[src/rtl/spi_xfer_arbiter.sv]
// spi_xfer_arbiter
//
// Shares one byte-wide SPI engine between N_REQ requesters, one byte per transaction.
// A round-robin picker chooses the next requester. The FSM then sequences chip select
// through its setup, transfer, hold and gap phases, pulses the engine start and waits
// for completion (bounded by TIMEOUT). The received byte goes back to the winner with a
// one-cycle done pulse.
//
// Ports
//   clk        system clock, all logic on posedge
//   rst_n      synchronous active-low reset
//   req        per-requester request level, held until the matching done bit
//   req_wdata  byte i at [8*i+7:8*i], captured when requester i is granted
//   gnt        one-hot grant, high from grant until done
//   done       one-cycle completion pulse to the granted requester
//   err        one-cycle pulse alongside done when the engine timed out
//   rdata      byte from the engine, held until it is replaced
//   cs_n       active-low chip select to the SPI slave
//   eng_start  one-cycle pulse telling the engine to shift a byte
//   eng_wdata  byte for the engine, stable from eng_start to eng_done
//   eng_done   one-cycle pulse from the engine, eng_rdata valid
//   eng_rdata  byte shifted in by the engine

module spi_xfer_arbiter #(
    parameter int unsigned N_REQ    = 4,
    parameter int unsigned CS_SETUP = 2,
    parameter int unsigned CS_HOLD  = 2,
    parameter int unsigned CS_GAP   = 1,
    parameter int unsigned TIMEOUT  = 64
) (
    input  logic               clk,
    input  logic               rst_n,
    input  logic [N_REQ-1:0]   req,
    input  logic [8*N_REQ-1:0] req_wdata,
    output logic [N_REQ-1:0]   gnt,
    output logic [N_REQ-1:0]   done,
    output logic               err,
    output logic [7:0]         rdata,
    output logic               cs_n,
    output logic               eng_start,
    output logic [7:0]         eng_wdata,
    input  logic               eng_done,
    input  logic [7:0]         eng_rdata
);

    localparam int unsigned IdxW = (N_REQ > 1) ? $clog2(N_REQ) : 1;
    localparam int unsigned SumW = IdxW + 1;

    // One counter serves every timed phase, so size it for the longest one.
    localparam int unsigned Max1   = (CS_SETUP > CS_HOLD) ? CS_SETUP : CS_HOLD;
    localparam int unsigned Max2   = (Max1 > CS_GAP) ? Max1 : CS_GAP;
    localparam int unsigned MaxCnt = (Max2 > TIMEOUT) ? Max2 : TIMEOUT;
    localparam int unsigned CntW   = $clog2(MaxCnt + 1);

    localparam logic [CntW-1:0] SetupLast = CntW'(CS_SETUP - 1);
    localparam logic [CntW-1:0] XferLast  = CntW'(TIMEOUT - 1);
    localparam logic [CntW-1:0] HoldLast  = CntW'(CS_HOLD - 1);
    localparam logic [CntW-1:0] GapLast   = CntW'(CS_GAP - 1);
    localparam logic [IdxW-1:0] IdxLast   = IdxW'(N_REQ - 1);

    typedef enum logic [2:0] {
        StIdle,
        StSetup,
        StXfer,
        StHold,
        StGap
    } state_e;

    state_e          state_q;
    logic [CntW-1:0] cnt_q;
    logic [IdxW-1:0] rr_ptr_q;
    logic [IdxW-1:0] winner_q;
    logic            timed_out_q;

    // ------------------------------------------------------------------
    // Round-robin picker: first set request at rr_ptr, rr_ptr+1, ...
    // ------------------------------------------------------------------
    logic            pick_valid;
    logic [IdxW-1:0] pick_idx;
    logic [SumW-1:0] cand;
    logic [7:0]      pick_wdata;

    always_comb begin
        pick_valid = 1'b0;
        pick_idx   = '0;
        cand       = '0;
        // Walk offsets from far to near so the nearest requester is written last and wins.
        for (int k = int'(N_REQ) - 1; k >= 0; k--) begin
            cand = {1'b0, rr_ptr_q} + SumW'(k);
            if (cand >= SumW'(N_REQ)) begin
                cand = cand - SumW'(N_REQ);
            end
            if (req[cand[IdxW-1:0]]) begin
                pick_valid = 1'b1;
                pick_idx   = cand[IdxW-1:0];
            end
        end
    end

    always_comb begin
        pick_wdata = '0;
        for (int i = 0; i < int'(N_REQ); i++) begin
            if (pick_idx == IdxW'(i)) begin
                pick_wdata = req_wdata[8*i +: 8];
            end
        end
    end

    // ------------------------------------------------------------------
    // Transaction FSM with registered outputs
    // ------------------------------------------------------------------
    always_ff @(posedge clk) begin
        if (!rst_n) begin
            state_q     <= StIdle;
            cnt_q       <= '0;
            rr_ptr_q    <= '0;
            winner_q    <= '0;
            timed_out_q <= 1'b0;
            gnt         <= '0;
            done        <= '0;
            err         <= 1'b0;
            rdata       <= '0;
            cs_n        <= 1'b1;
            eng_start   <= 1'b0;
            eng_wdata   <= '0;
        end else begin
            // Pulse outputs default low; the states below raise them for a single cycle.
            eng_start <= 1'b0;
            done      <= '0;
            err       <= 1'b0;

            unique case (state_q)
                StIdle: begin
                    if (pick_valid) begin
                        winner_q    <= pick_idx;
                        gnt         <= {{(N_REQ-1){1'b0}}, 1'b1} << pick_idx;
                        eng_wdata   <= pick_wdata;
                        cs_n        <= 1'b0;
                        cnt_q       <= '0;
                        timed_out_q <= 1'b0;
                        state_q     <= StSetup;
                    end
                end

                StSetup: begin
                    if (cnt_q == SetupLast) begin
                        eng_start <= 1'b1;
                        cnt_q     <= '0;
                        state_q   <= StXfer;
                    end else begin
                        cnt_q <= cnt_q + CntW'(1);
                    end
                end

                StXfer: begin
                    // A completion arriving on the last allowed cycle beats the timeout.
                    if (eng_done) begin
                        rdata   <= eng_rdata;
                        cnt_q   <= '0;
                        state_q <= StHold;
                    end else if (cnt_q == XferLast) begin
                        timed_out_q <= 1'b1;
                        cnt_q       <= '0;
                        state_q     <= StHold;
                    end else begin
                        cnt_q <= cnt_q + CntW'(1);
                    end
                end

                StHold: begin
                    if (cnt_q == HoldLast) begin
                        cs_n     <= 1'b1;
                        gnt      <= '0;
                        done     <= gnt;
                        err      <= timed_out_q;
                        rr_ptr_q <= (winner_q == IdxLast) ? '0 : winner_q + IdxW'(1);
                        cnt_q    <= '0;
                        state_q  <= StGap;
                    end else begin
                        cnt_q <= cnt_q + CntW'(1);
                    end
                end

                StGap: begin
                    if (cnt_q == GapLast) begin
                        cnt_q   <= '0;
                        state_q <= StIdle;
                    end else begin
                        cnt_q <= cnt_q + CntW'(1);
                    end
                end

                default: begin
                    state_q <= StIdle;
                end
            endcase
        end
    end

    // ------------------------------------------------------------------
    // Structural invariants
    // ------------------------------------------------------------------
    a_gnt_onehot: assert property (@(posedge clk) disable iff (!rst_n) $onehot0(gnt));
    a_done_onehot: assert property (@(posedge clk) disable iff (!rst_n) $onehot0(done));
    a_err_with_done: assert property (@(posedge clk) disable iff (!rst_n) err |-> (|done));
    a_cs_with_gnt: assert property (@(posedge clk) disable iff (!rst_n) !cs_n |-> (|gnt));

endmodule

[config.mk]
export PLATFORM = sky130hd
export DESIGN_NAME = spi_xfer_arbiter
export DESIGN_NICKNAME = d
export VERILOG_FILES = /design/src/rtl/spi_xfer_arbiter.sv
export SDC_FILE = /design/constraint.sdc
export NUM_CORES = 1
export LEC_CHECK = 0
export CAP_MARGIN = 15
export CORE_MARGIN = 3
export CORE_UTILIZATION = 48
export CTS_CLUSTER_SIZE = 8
export DETAILED_ROUTE_END_ITERATION = 6
export PLACE_DENSITY = 0.95
export SYNTH_ARGS = -nofsm -noshare
export SYNTH_HDL_FRONTEND = slang
export SYNTH_SLANG_ARGS = --single-unit
[constraint.sdc]
create_clock -name clk -period 4.75 [get_ports clk]
set_clock_uncertainty 0.2 [all_clocks]
set_input_delay 0.7125 -clock clk [delete_from_list [all_inputs] [get_ports clk]]
set_output_delay 0.7125 -clock clk [all_outputs]
set_load 0.05 [all_outputs]
**Word-level counts from Yosys, hierarchy flattened**

Cells that the tools add are included.

- $add $sub $neg: 9
- Order comparisons: 8
- Equal/unequal tests: 17
- Shift operators: 1
- Multiplexer cells: 48
- Reduce and logical (&&, ||, !) cells: 16

Operator list:

| operator | number |
|---|---|
| $mux 7 | 5 |
| $mux 8 | 4 |
| $pmux 7 s4 | 1 |
| $mux 2 | 9 |
| $mux 3 | 6 |
| $pmux 3 s5 | 1 |
| $mux 1 | 13 |
| $lt 2x3->1 const B | 4 |
| $ne 2x2->1 const B | 6 |
| $reduce_and 2->1 | 5 |
| $ge 3x3->1 const B | 3 |
| $bmux 1 s2 | 4 |
| $mux 4 | 2 |
| $pmux 4 s2 | 1 |
| $sub 2x1->2 const B | 4 |
| $add 7x1->7 const B | 1 |
| $eq 7x1->1 const B | 1 |
| $eq 7x6->1 const B | 1 |
| $logic_not 7->1 | 1 |
| $add 2x2->3 const B | 2 |
| $eq 2x2->1 const B | 3 |
| $eq 3x2->1 const B | 2 |
| $reduce_and 3->1 | 2 |
| $reduce_and 5->1 | 1 |
| 15 further kinds | 17 |

- Flip-flop bits (word level): 42
- Input bits: 47
- Output and inout port bits: 27
- Word-level logic and storage cells: 111

**Depth between registers and ports, before layout**

Gate-level depths: netlist (run 1).

- Depth in word-level cells: 14
- Depth in mapped cells: 8
- Gate-level depth less buffers: 7

**Worst setup path before layout (run 1)**

Ideal clock, no wire load.

- Path kind: input to register
- Start: input port req[2]
- End: register eng_wdata[0]
- Library setup time: 0.101 ns
- Arrival: 2.016 ns
- Data required time: 4.449 ns
- Slack: 2.433 ns
- Stages on the path: 6
- Path buffers: 2
- Cell sequence: or4_2 > nand2_1 > buf_2 > buf_2 > nand3_1 > o41ai_1

- Longest elaborated chain between the ends: 11
- Elaborated cells between the ends (all ways): 25
- Classes of those cells: eq/ne: 3; mux: 20; reduce/logical: 2

Ends and longest elaborated chain:

| what | line | source |
|---|---|---|
| start, declared | 33 | `input logic [N_REQ-1:0] req,` |
| $bmux 1 s2 | 93 | `if (req[cand[IdxW-1:0]]) begin` |
| $mux 1 (not written as such) | 93 |  |
| $mux 2 (4 in a row) | 93 |  |
| $logic_not 2->1 | 103 | `if (pick_idx == IdxW'(i)) begin` |
| $mux 8 (4 in a row) | 103 |  |
| end signal, assigned | 137 | `eng_wdata <= pick_wdata;` |
| end, declared | 41 | `output logic [7:0] eng_wdata,` |

Several ways; a longest one is shown, not always the timed one. The select of a mux whose other input is x is not followed.
A chain may end at the register's enable or synchronous reset.

**Final worst setup path (run 1)**

- Start: input port req[0]
- End: register eng_wdata[2]

Same word-level chain as after synthesis.

==> reports/summary.txt, run 1 <==
outcome: finished clean
setup TNS: 0 ps
num rows: 23
Max clock buf depth: 2
HPWL Detailed: 4000 um
final total power: 1040 uW
R2R setup slack: 2490 ps
ANT cells: 0
post-synthesis mux area share: 0.0728
CP max FO: 19
Post-Syn Area: 0.00208 mm^2
worst path bufs/invs: 1
Setup Viol. Count Final: 0
R2R Path Start: cnt_q[0]$_SDFFE_PN0P_
PD cells: 359 mW/mm^2
Final nets: 358
Max Clk Rate: 354 MHz
Levels on crit path: 6
Worst path top cell family by delay: compound AO/OA/AOI/OAI gates
DR WL/cell: 15.1 um
Tcrit/Tclk final: 0.595
antenna violations before repair: 0
Worst setup SP type: input port
worst path cell trace: clkdlybuf4s50_1, nor2b_1, o21ai_0, o31a_1, nor3_1, o41ai_1
min-delay worst type: reg2reg
I/O pins: 74
clock-pin slew on the worst setup and hold paths: 80 ps
Top Layer Used: met4
YS warnings: 0
Final Max Tran Viols: 0
Psw: 363 uW
count of mapped cells out of synthesis: 241
RSZ-0062 raised after global routing: false
router iterations before antenna repair: 4
vias per cell: 5.66
global-route wire length before repair: 8590 um
Largest stage delay, worst path: 690 ps
vias in the first global route: 1851
Core Region: 0.00409 mm^2
Seq cells post-synth: 42
Post-CTS Hold Fix Bufs: 0
setup bufs post-CTS: 0
worst skew pair latency: 300 ps
Critical Path AT: 2810 ps
critical path's slowest cell: o31a_1
Die Span Y: 71.8 um
largest cells by area after synthesis: dfxtp_1 40%, mux2i_1 6.7%, nor2_1 5.8%
largest net degree at the start of global routing: 30
vias: 2025
Tmin final: 2830 ps
number of max-cap violations: 0
# clock sinks: 42
Tot GR Track Use: 0.211
Residual DRC: 0
sw frac: 0.349
Synth area leader: dfxtp_1
Synth Area in Compound Gates: 0.170
placed cells: 350
synth cell count leaders: 42 x dfxtp_1, 32 x nor2_1, 24 x nand2_1
R2R Path End: state_q[0]$_SDFFE_PN0P_
Final Non-Filler Cells: 358
Post-synth top flop: dfxtp_1
part of the power in combinational logic: 0.331
Post-synth EDFFs: 0
Reg2Reg Depth: 6
Initial Util: 0.509
gp weighted congestion: 0.795
worst setup path startpoint: req[0]
CTS H-tree lvls: 2
Netlist cell types: 41
final design utilization: 0.709
internal power: 677 uW
WP data required: 4740 ps
DR iter-0 viols: 168
sequential share of power: 0.397
crit path kind: in2reg
Filler Cell Count: 306
Port Buffers: 73
clock share of power: 0.272
CTS buffer count: 5
routed wl met3: 293 um
total gr overflow: 0
VDD IR max: 0.219 mV
largest family of logic cells by synthesized area: simple AND/OR/NAND/NOR gates
Setup crit end kind: flip-flop
die width: 71.8 um
CTS tree: yes
P&R area growth vs syn: 39.3%
share of cells above drive strength 1: 0.0584
Post-synth ARST share: 0
Worst Hold Margin: 279 ps
most common cell in the netlist: dfxtp_1
relative slew slack: 0.401
root buf cell: clkbuf_8
Worst Setup EP: eng_wdata[2]$_SDFFE_PN0P_
final hold violation count: 0
actual slew at the worst max-slew pin: 898 ps
Synth Area in Simple Gates: 0.271
top cell type's share of synthesized area: 0.404
Post-DRT Antenna Nets: 0
Mapped Nets: 292
wire length on met1: 2350 um
DIE AREA: 0.00516 mm^2
adder-cell area share of the yosys netlist: 0.0241
cts repair resizes: 0
syn avg cell area: 8.63 um^2
register area share after synthesis: 0.404
total routed wirelength: 5400 um
xor-xnor portion of the synthesized cell area: 0
leakage: 0.00104 uW
met2 WL: 2640 um
-- through the flow --
stage | instance area [um^2] | setup slack (ps)
floorplan | 2080 | 2430
global placement | 2790 | 1680
detailed placement | 2790 | 1620
CTS | 2900 | 1920
global route | 2900 | 1740
finish | 2900 | 1920
-- area by class of cell --
cell class / count / area [um^2] / share of cell area
clock buffer: 6 / 72.6 / 0.0250
inverter: 6 / 22.5 / 0.00777
multi-input combinational: 178 / 1120 / 0.388
timing repair buffer: 74 / 738 / 0.255
tap: 50 / 62.6 / 0.0216
sequential: 42 / 841 / 0.290
clock inverter: 2 / 37.5 / 0.0130
-- tightest hold or removal path: cells and delay by family, from the launching register on --
family / cells / cell delay, ps
and+or+nand+nor: 1 / 60
AOI/OAI and AO/OA: 1 / 50
DFF: 1 / 320
-- kinds of logic after synthesis --
group / Yosys count
buf+inv: 21
mux: 15
simple gates: 115
fa+ha+maj: 4
compound gates: 44
flops: 42
-- how the worst min path moves through the flow --
stage	from	end	cells after the start
global route	winner_q[0]$_SDFFE_PN0P_	winner_q[0]$_SDFFE_PN0P_	2
detailed placement	eng_wdata[4]$_SDFFE_PN0P_	eng_wdata[4]$_SDFFE_PN0P_	2
floorplan	timed_out_q$_SDFFE_PN0P_	err$_SDFF_PN0_	1
CTS	eng_wdata[4]$_SDFFE_PN0P_	eng_wdata[4]$_SDFFE_PN0P_	2
finish	eng_wdata[4]$_SDFFE_PN0P_	eng_wdata[4]$_SDFFE_PN0P_	2
global placement	timed_out_q$_SDFFE_PN0P_	err$_SDFF_PN0_	1
-- flip-flops by register name, summed over array words and instances, names as in the netlist, 2 cells and up --
name	flops
rdata	8
state_q	3
done	4
eng_wdata	8
winner_q	2
cnt_q	7
rr_ptr_q	2
gnt	4
-- metal layers --
metal | vias up | GRT usage
met3 | 12 | 0.0589
li1 | 1000 | -
met5 | - | 0
met2 | 62 | 0.341
met1 | 951 | 0.265
met4 | 0 | 0.0835
-- layout by cell type, fill, tap and decap left out, drive strengths merged, types with 2 or more instances in the layout --
cell type      instances
o221ai                 4
nor3                  17
a31oi                  5
o31a                   2
mux2i                 14
o41ai                  6
o311ai                 2
nand2b                 3
a21oi                  7
clkdlybuf4s50         73
ha                     4
nor2                  32
or4                    2
o21ai                  3
and3                   2
and2                   5
o32a                   2
clkbuf                 6
or2                    2
nor2b                  3
nand3b                 2
o22ai                  6
a22oi                  2
o22a                   2
inv                    6
nand3                 18
dfxtp                 42
nand2                 24
-- power groups by stage --
stage          registers, uW  logic (uW)  clock network, uW
6_report                 413         344                283
5_1_grt                  418         368                301
4_1_cts                  412         344                287
3_5_place_dp             420         343                  0
3_3_place_gp             420         334                  0
2_1_floorplan            494         160                  0
Power figures use the tool's default switching activity.
==> run 2, diff against run 1 <==
--- a/config.mk
+++ b/config.mk
@@ -7,10 +7,10 @@
 export LEC_CHECK = 0
 export CAP_MARGIN = 15
 export CORE_MARGIN = 3
-export CORE_UTILIZATION = 48
+export CORE_UTILIZATION = 40
 export CTS_CLUSTER_SIZE = 8
 export DETAILED_ROUTE_END_ITERATION = 6
-export PLACE_DENSITY = 0.95
+export PLACE_DENSITY = 0.85
 export SYNTH_ARGS = -nofsm -noshare
 export SYNTH_HDL_FRONTEND = slang
 export SYNTH_SLANG_ARGS = --single-unit
==> constraint.sdc (replaced) <==
create_clock -name clk -period 2.54 [get_ports clk]
set_clock_uncertainty 0.2 [all_clocks]
set_input_delay 0.381 -clock clk [delete_from_list [all_inputs] [get_ports clk]]
set_output_delay 0.381 -clock clk [all_outputs]
set_load 0.05 [all_outputs]
==> reports/summary.txt, run 2 (synthesis gave the netlist of run 1 again) <==
outcome: finished clean
RSZ-0062 raised after global routing: false
part of the power in combinational logic: 0.359 (+0.028)
Port Buffers: 73 (unchanged)
Tcrit/Tclk final: 0.895
Residual DRC: 0 (unchanged)
Tot GR Track Use: 0.183 (-0.0282)
leakage: 0.00109 uW (+5.0%)
critical path's slowest cell: o31ai_1
VDD IR max: 0.330 mV (+50%)
setup bufs post-CTS: 0 (unchanged)
sw frac: 0.357 (+0.00802)
DR WL/cell: 13.9 um (-7.6%)
internal power: 1220 uW (+81%)
Post-CTS Hold Fix Bufs: 0 (unchanged)
placed cells: 377 (+7.7%)
global-route wire length before repair: 9060 um (+5.5%)
Worst path top cell family by delay: compound AO/OA/AOI/OAI gates
Final Max Tran Viols: 0 (unchanged)
vias: 2018 (-0.35%)
vias per cell: 5.24 (-7.3%)
Die Span Y: 78.1 um (+8.7%)
DR iter-0 viols: 136 (-19%)
CTS tree: yes
gp weighted congestion: 0.771 (-3.1%)
antenna violations before repair: 0 (unchanged)
I/O pins: 74 (unchanged)
root buf cell: clkbuf_8
number of max-cap violations: 0 (unchanged)
Setup Viol. Count Final: 0 (unchanged)
clock-pin slew on the worst setup and hold paths: 80 ps (about the same)
# clock sinks: 42 (unchanged)
clock share of power: 0.237 (-0.035)
WP data required: 2570 ps (-2170 ps)
DIE AREA: 0.00610 mm^2 (+18%)
relative slew slack: 0.580 (+0.179)
Setup crit end kind: flip-flop
Tmin final: 2270 ps
ANT cells: 0 (unchanged)
most frequent cells in the layout: 73 x clkdlybuf4s50_1, 42 x dfxtp_1, 32 x nor2_1
Filler Cell Count: 445 (+45%)
total gr overflow: 0 (unchanged)
Initial Util: 0.426 (-0.0828)
commonest non-fill, non-tap cell in the layout: clkdlybuf4s50_1
setup TNS: 0 ps (unchanged)
Core Region: 0.00488 mm^2 (+19%)
largest net degree at the start of global routing: 21 (-30%)
P&R area growth vs syn: 44.4%
CP max FO: 14 (-5)
HPWL Detailed: 4060 um (+1.5%)
Largest stage delay, worst path: 480 ps (-210 ps)
crit path kind: reg2reg
min-delay worst type: reg2reg
Critical Path AT: 2300 ps (-510 ps)
Max Clk Rate: 440 MHz
router iterations before antenna repair: 4 (unchanged)
PD cells: 634 mW/mm^2 (+77%)
die width: 78.1 um (+8.7%)
Final Non-Filler Cells: 385 (+7.5%)
Max clock buf depth: 2 (unchanged)
CTS buffer count: 5 (unchanged)
sequential share of power: 0.404 (+0.007)
worst path cell trace: ha_1, nand3_1, o31ai_1, o311ai_4, o31a_1, nor3_2
worst skew pair latency: 300 ps (about the same)
Regs by FF count: eng_wdata (8), rdata (8), cnt_q (7)
Post-DRT Antenna Nets: 0 (unchanged)
Psw: 681 uW (+87%)
vias in the first global route: 2002 (+8.2%)
cts repair resizes: 0 (unchanged)
actual slew at the worst max-slew pin: 628 ps (-270 ps)
num rows: 25 (+8.7%)
Worst setup SP type: flip-flop
Worst Hold Margin: 265 ps (-14.1 ps)
final design utilization: 0.616 (-0.0935)
share of cells above drive strength 1: 0.0912 (+0.0328)
CTS H-tree lvls: 2 (unchanged)
worst path bufs/invs: 0 (-1)
total routed wirelength: 5370 um (-0.61%)
final hold violation count: 0 (unchanged)
Final nets: 368 (+2.8%)
run 2: changes by cell type in the layout (fill, tap and decap cells not counted):
cell,delta
buf_12,+2
buf_4,+8
bufinv_16,-1
clkbuf_1,-1
clkbuf_8,+1
clkinv_2,+1
run 2: final timing paths:
kind                                                from                       end  slack, ps  cells after the start
worst max register to register     cnt_q[0]$_SDFFE_PN0P_   state_q[0]$_SDFFE_PN0P_        270                      6
worst max-delay path               cnt_q[0]$_SDFFE_PN0P_   state_q[0]$_SDFFE_PN0P_        270                      6
worst min register to register  winner_q[1]$_SDFFE_PN0P_  winner_q[1]$_SDFFE_PN0P_        260                      2
worst min-delay path            winner_q[1]$_SDFFE_PN0P_  winner_q[1]$_SDFFE_PN0P_        260                      2
run 2: tightest hold or removal path: cells and delay by family (launching register included):
kind,cells,cell delay [ps]
flip-flops,1,320
AND/OR/NAND/NOR,1,50
AO/OA/AOI/OAI,1,50
run 2: power by group through the flow:
| stage | Clock (uW) | Combinational (uW) | Sequential, uW |
|---|---|---|---|
| floorplan | 0 | 299 | 925 |
| global placement | 0 | 668 | 783 |
| detailed placement | 0 | 682 | 784 |
| CTS | 465 | 687 | 770 |
| global route | 502 | 737 | 780 |
| finish | 451 | 684 | 771 |
run 2: through the flow:
step,total power [uW],instance area [um^2],setup WS (ps)
final,1910,3000,266
after detailed placement,1470,2910,74.5
after global placement,1450,2910,92.4
after floorplan,1220,2080,512
after global routing,2020,3000,110
after CTS,1920,3000,253
run 2: per-layer routing:
layer	vias to the layer above	share of wire	global-route usage	routed length, um
met4	0	0.017	0.0769	92
met2	65	0.48	0.299	2580
met1	923	0.44	0.226	2350
met5	-	0	0	0
met3	10	0.064	0.0482	343
li1	1020	-	-	-
run 2: area by class of cell:
class	instances	area [um^2]	area share
clock buffers	6	82.6	0.0275
clock inverters	2	12.5	0.00416
inverters	6	22.5	0.00750
multi-input cells	178	1120	0.374
flip-flops and latches	42	841	0.280
well taps	67	83.8	0.0279
repair buffers	84	838	0.279
==> run 3, diff against run 2 <==
--- a/config.mk
+++ b/config.mk
@@ -7,10 +7,10 @@
 export LEC_CHECK = 0
 export CAP_MARGIN = 15
 export CORE_MARGIN = 3
-export CORE_UTILIZATION = 40
+export CORE_UTILIZATION = 30
 export CTS_CLUSTER_SIZE = 8
 export DETAILED_ROUTE_END_ITERATION = 6
-export PLACE_DENSITY = 0.85
+export PLACE_DENSITY = 0.69
 export SYNTH_ARGS = -nofsm -noshare
 export SYNTH_HDL_FRONTEND = slang
 export SYNTH_SLANG_ARGS = --single-unit
==> reports/summary.txt, run 3 (synthesis gave the netlist of run 1 again) <==
CP max FO: 14 (unchanged)
Critical Path AT: 2250 ps (-50 ps)
clock-pin slew on the worst setup and hold paths: 80 ps (about the same)
Final nets: 370 (+0.54%)
vias in the first global route: 1939 (-3.1%)
crit path kind: reg2reg
Tot GR Track Use: 0.143 (-0.0396)
P&R area growth vs syn: 45.6%
total routed wirelength: 5490 um (+2.3%)
outcome: finished clean
relative slew slack: 0.593 (+0.0130)
I/O pins: 74 (unchanged)
root buf cell: clkbuf_8
CTS tree: yes
share of cells above drive strength 1: 0.0906 (-0.000570)
HPWL Detailed: 4080 um (+0.55%)
Regs by FF count: eng_wdata (8), rdata (8), cnt_q (7)
Setup crit end kind: flip-flop
Post-CTS Hold Fix Bufs: 0 (unchanged)
setup TNS: 0 ps (unchanged)
antenna violations before repair: 0 (unchanged)
Port Buffers: 73 (unchanged)
die width: 89.3 um (+14%)
DIE AREA: 0.00797 mm^2 (+31%)
Initial Util: 0.319 (-0.108)
setup bufs post-CTS: 0 (unchanged)
most frequent cells in the layout: 73 x clkdlybuf4s50_1, 42 x dfxtp_1, 32 x nor2_1
VDD IR max: 0.261 mV (-21%)
WP data required: 2570 ps (about the same)
actual slew at the worst max-slew pin: 609 ps (-19.4 ps)
vias: 2015 (-0.15%)
cts repair resizes: 0 (unchanged)
CTS buffer count: 5 (unchanged)
CTS H-tree lvls: 2 (unchanged)
Max clock buf depth: 2 (unchanged)
Die Span Y: 89.3 um (+14%)
leakage: 0.00110 uW (+0.97%)
Max Clk Rate: 449 MHz (+2.0%)
router iterations before antenna repair: 4 (unchanged)
total gr overflow: 0 (unchanged)
ANT cells: 0 (unchanged)
largest net degree at the start of global routing: 20 (-4.8%)
Setup Viol. Count Final: 0 (unchanged)
DR WL/cell: 13.8 um (-0.75%)
vias per cell: 5.08 (-3.2%)
Tmin final: 2230 ps (-45.2 ps)
Tcrit/Tclk final: 0.877 (-0.0178)
Residual DRC: 0 (unchanged)
min-delay worst type: reg2reg
Core Region: 0.00653 mm^2 (+34%)
RSZ-0062 raised after global routing: false
# clock sinks: 42 (unchanged)
number of max-cap violations: 0 (unchanged)
num rows: 29 (+16%)
worst skew pair latency: 290 ps (about the same)
Post-DRT Antenna Nets: 0 (unchanged)
final hold violation count: 0 (unchanged)
Final Non-Filler Cells: 397 (+3.1%)
gp weighted congestion: 0.748 (-2.9%)
global-route wire length before repair: 8960 um (-1.1%)
Worst setup SP type: flip-flop
final total power: 1960 uW (+3.0%)
Final Max Tran Viols: 0 (unchanged)
placed cells: 389 (+3.2%)
PD cells: 648 mW/mm^2 (+2.1%)
DR iter-0 viols: 133 (-2.2%)
commonest non-fill, non-tap cell in the layout: clkdlybuf4s50_1
run 3: final cells by class:
class / count / area [um^2]
clock buffer: 7 / 76.3
clock inverter: 1 / 30.0
fill: 645 / 3500
inverter: 6 / 22.5
multi-input combinational: 178 / 1120
sequential: 42 / 841
tap: 77 / 96.3
timing repair buffer: 86 / 841
run 3: path summary, 6_finish.rpt:
kind	from	endpoint	slack (ps)	cells after the start
max	cnt_q[2]$_SDFFE_PN0P_	state_q[0]$_SDFFE_PN0P_	310	5
max reg2reg	cnt_q[2]$_SDFFE_PN0P_	state_q[0]$_SDFFE_PN0P_	310	5
min	winner_q[1]$_SDFFE_PN0P_	winner_q[1]$_SDFFE_PN0P_	260	2
min reg2reg	winner_q[1]$_SDFFE_PN0P_	winner_q[1]$_SDFFE_PN0P_	260	2
run 3: power breakdown:
part           switching, uW  internal [uW]  leakage, uW
clock                    225            294    0.0000524
sequential              52.3            720     0.000342
combinational            392            279     0.000710
run 3: metrics by stage:
step	utilization	hold WS (ps)	worst slack, ps	area (um^2)
2_1_floorplan	-	230	512	2080
3_3_place_gp	0.448	246	97.0	2920
3_5_place_dp	0.448	249	70.5	2920
4_1_cts	0.464	266	281	3030
5_1_grt	0.464	288	154	3030
6_report	0.464	263	311	3030
run 3: metal layers:
layer	part of all wire	wire (um)	GRT usage	up-vias
met3	0.070	386	0.0433	6
met4	0.014	75	0.0447	0
li1	-	-	-	1030
met2	0.45	2450	0.228	81
met5	0	0	0	-
met1	0.47	2580	0.186	898
run 3: worst max-delay path: stages, from the launching register on:
cell      delay [ps]
dfxtp_1          360
or4_4            590
o311ai_4         310
o311ai_4         270
o31a_1           350
nor3_2            90
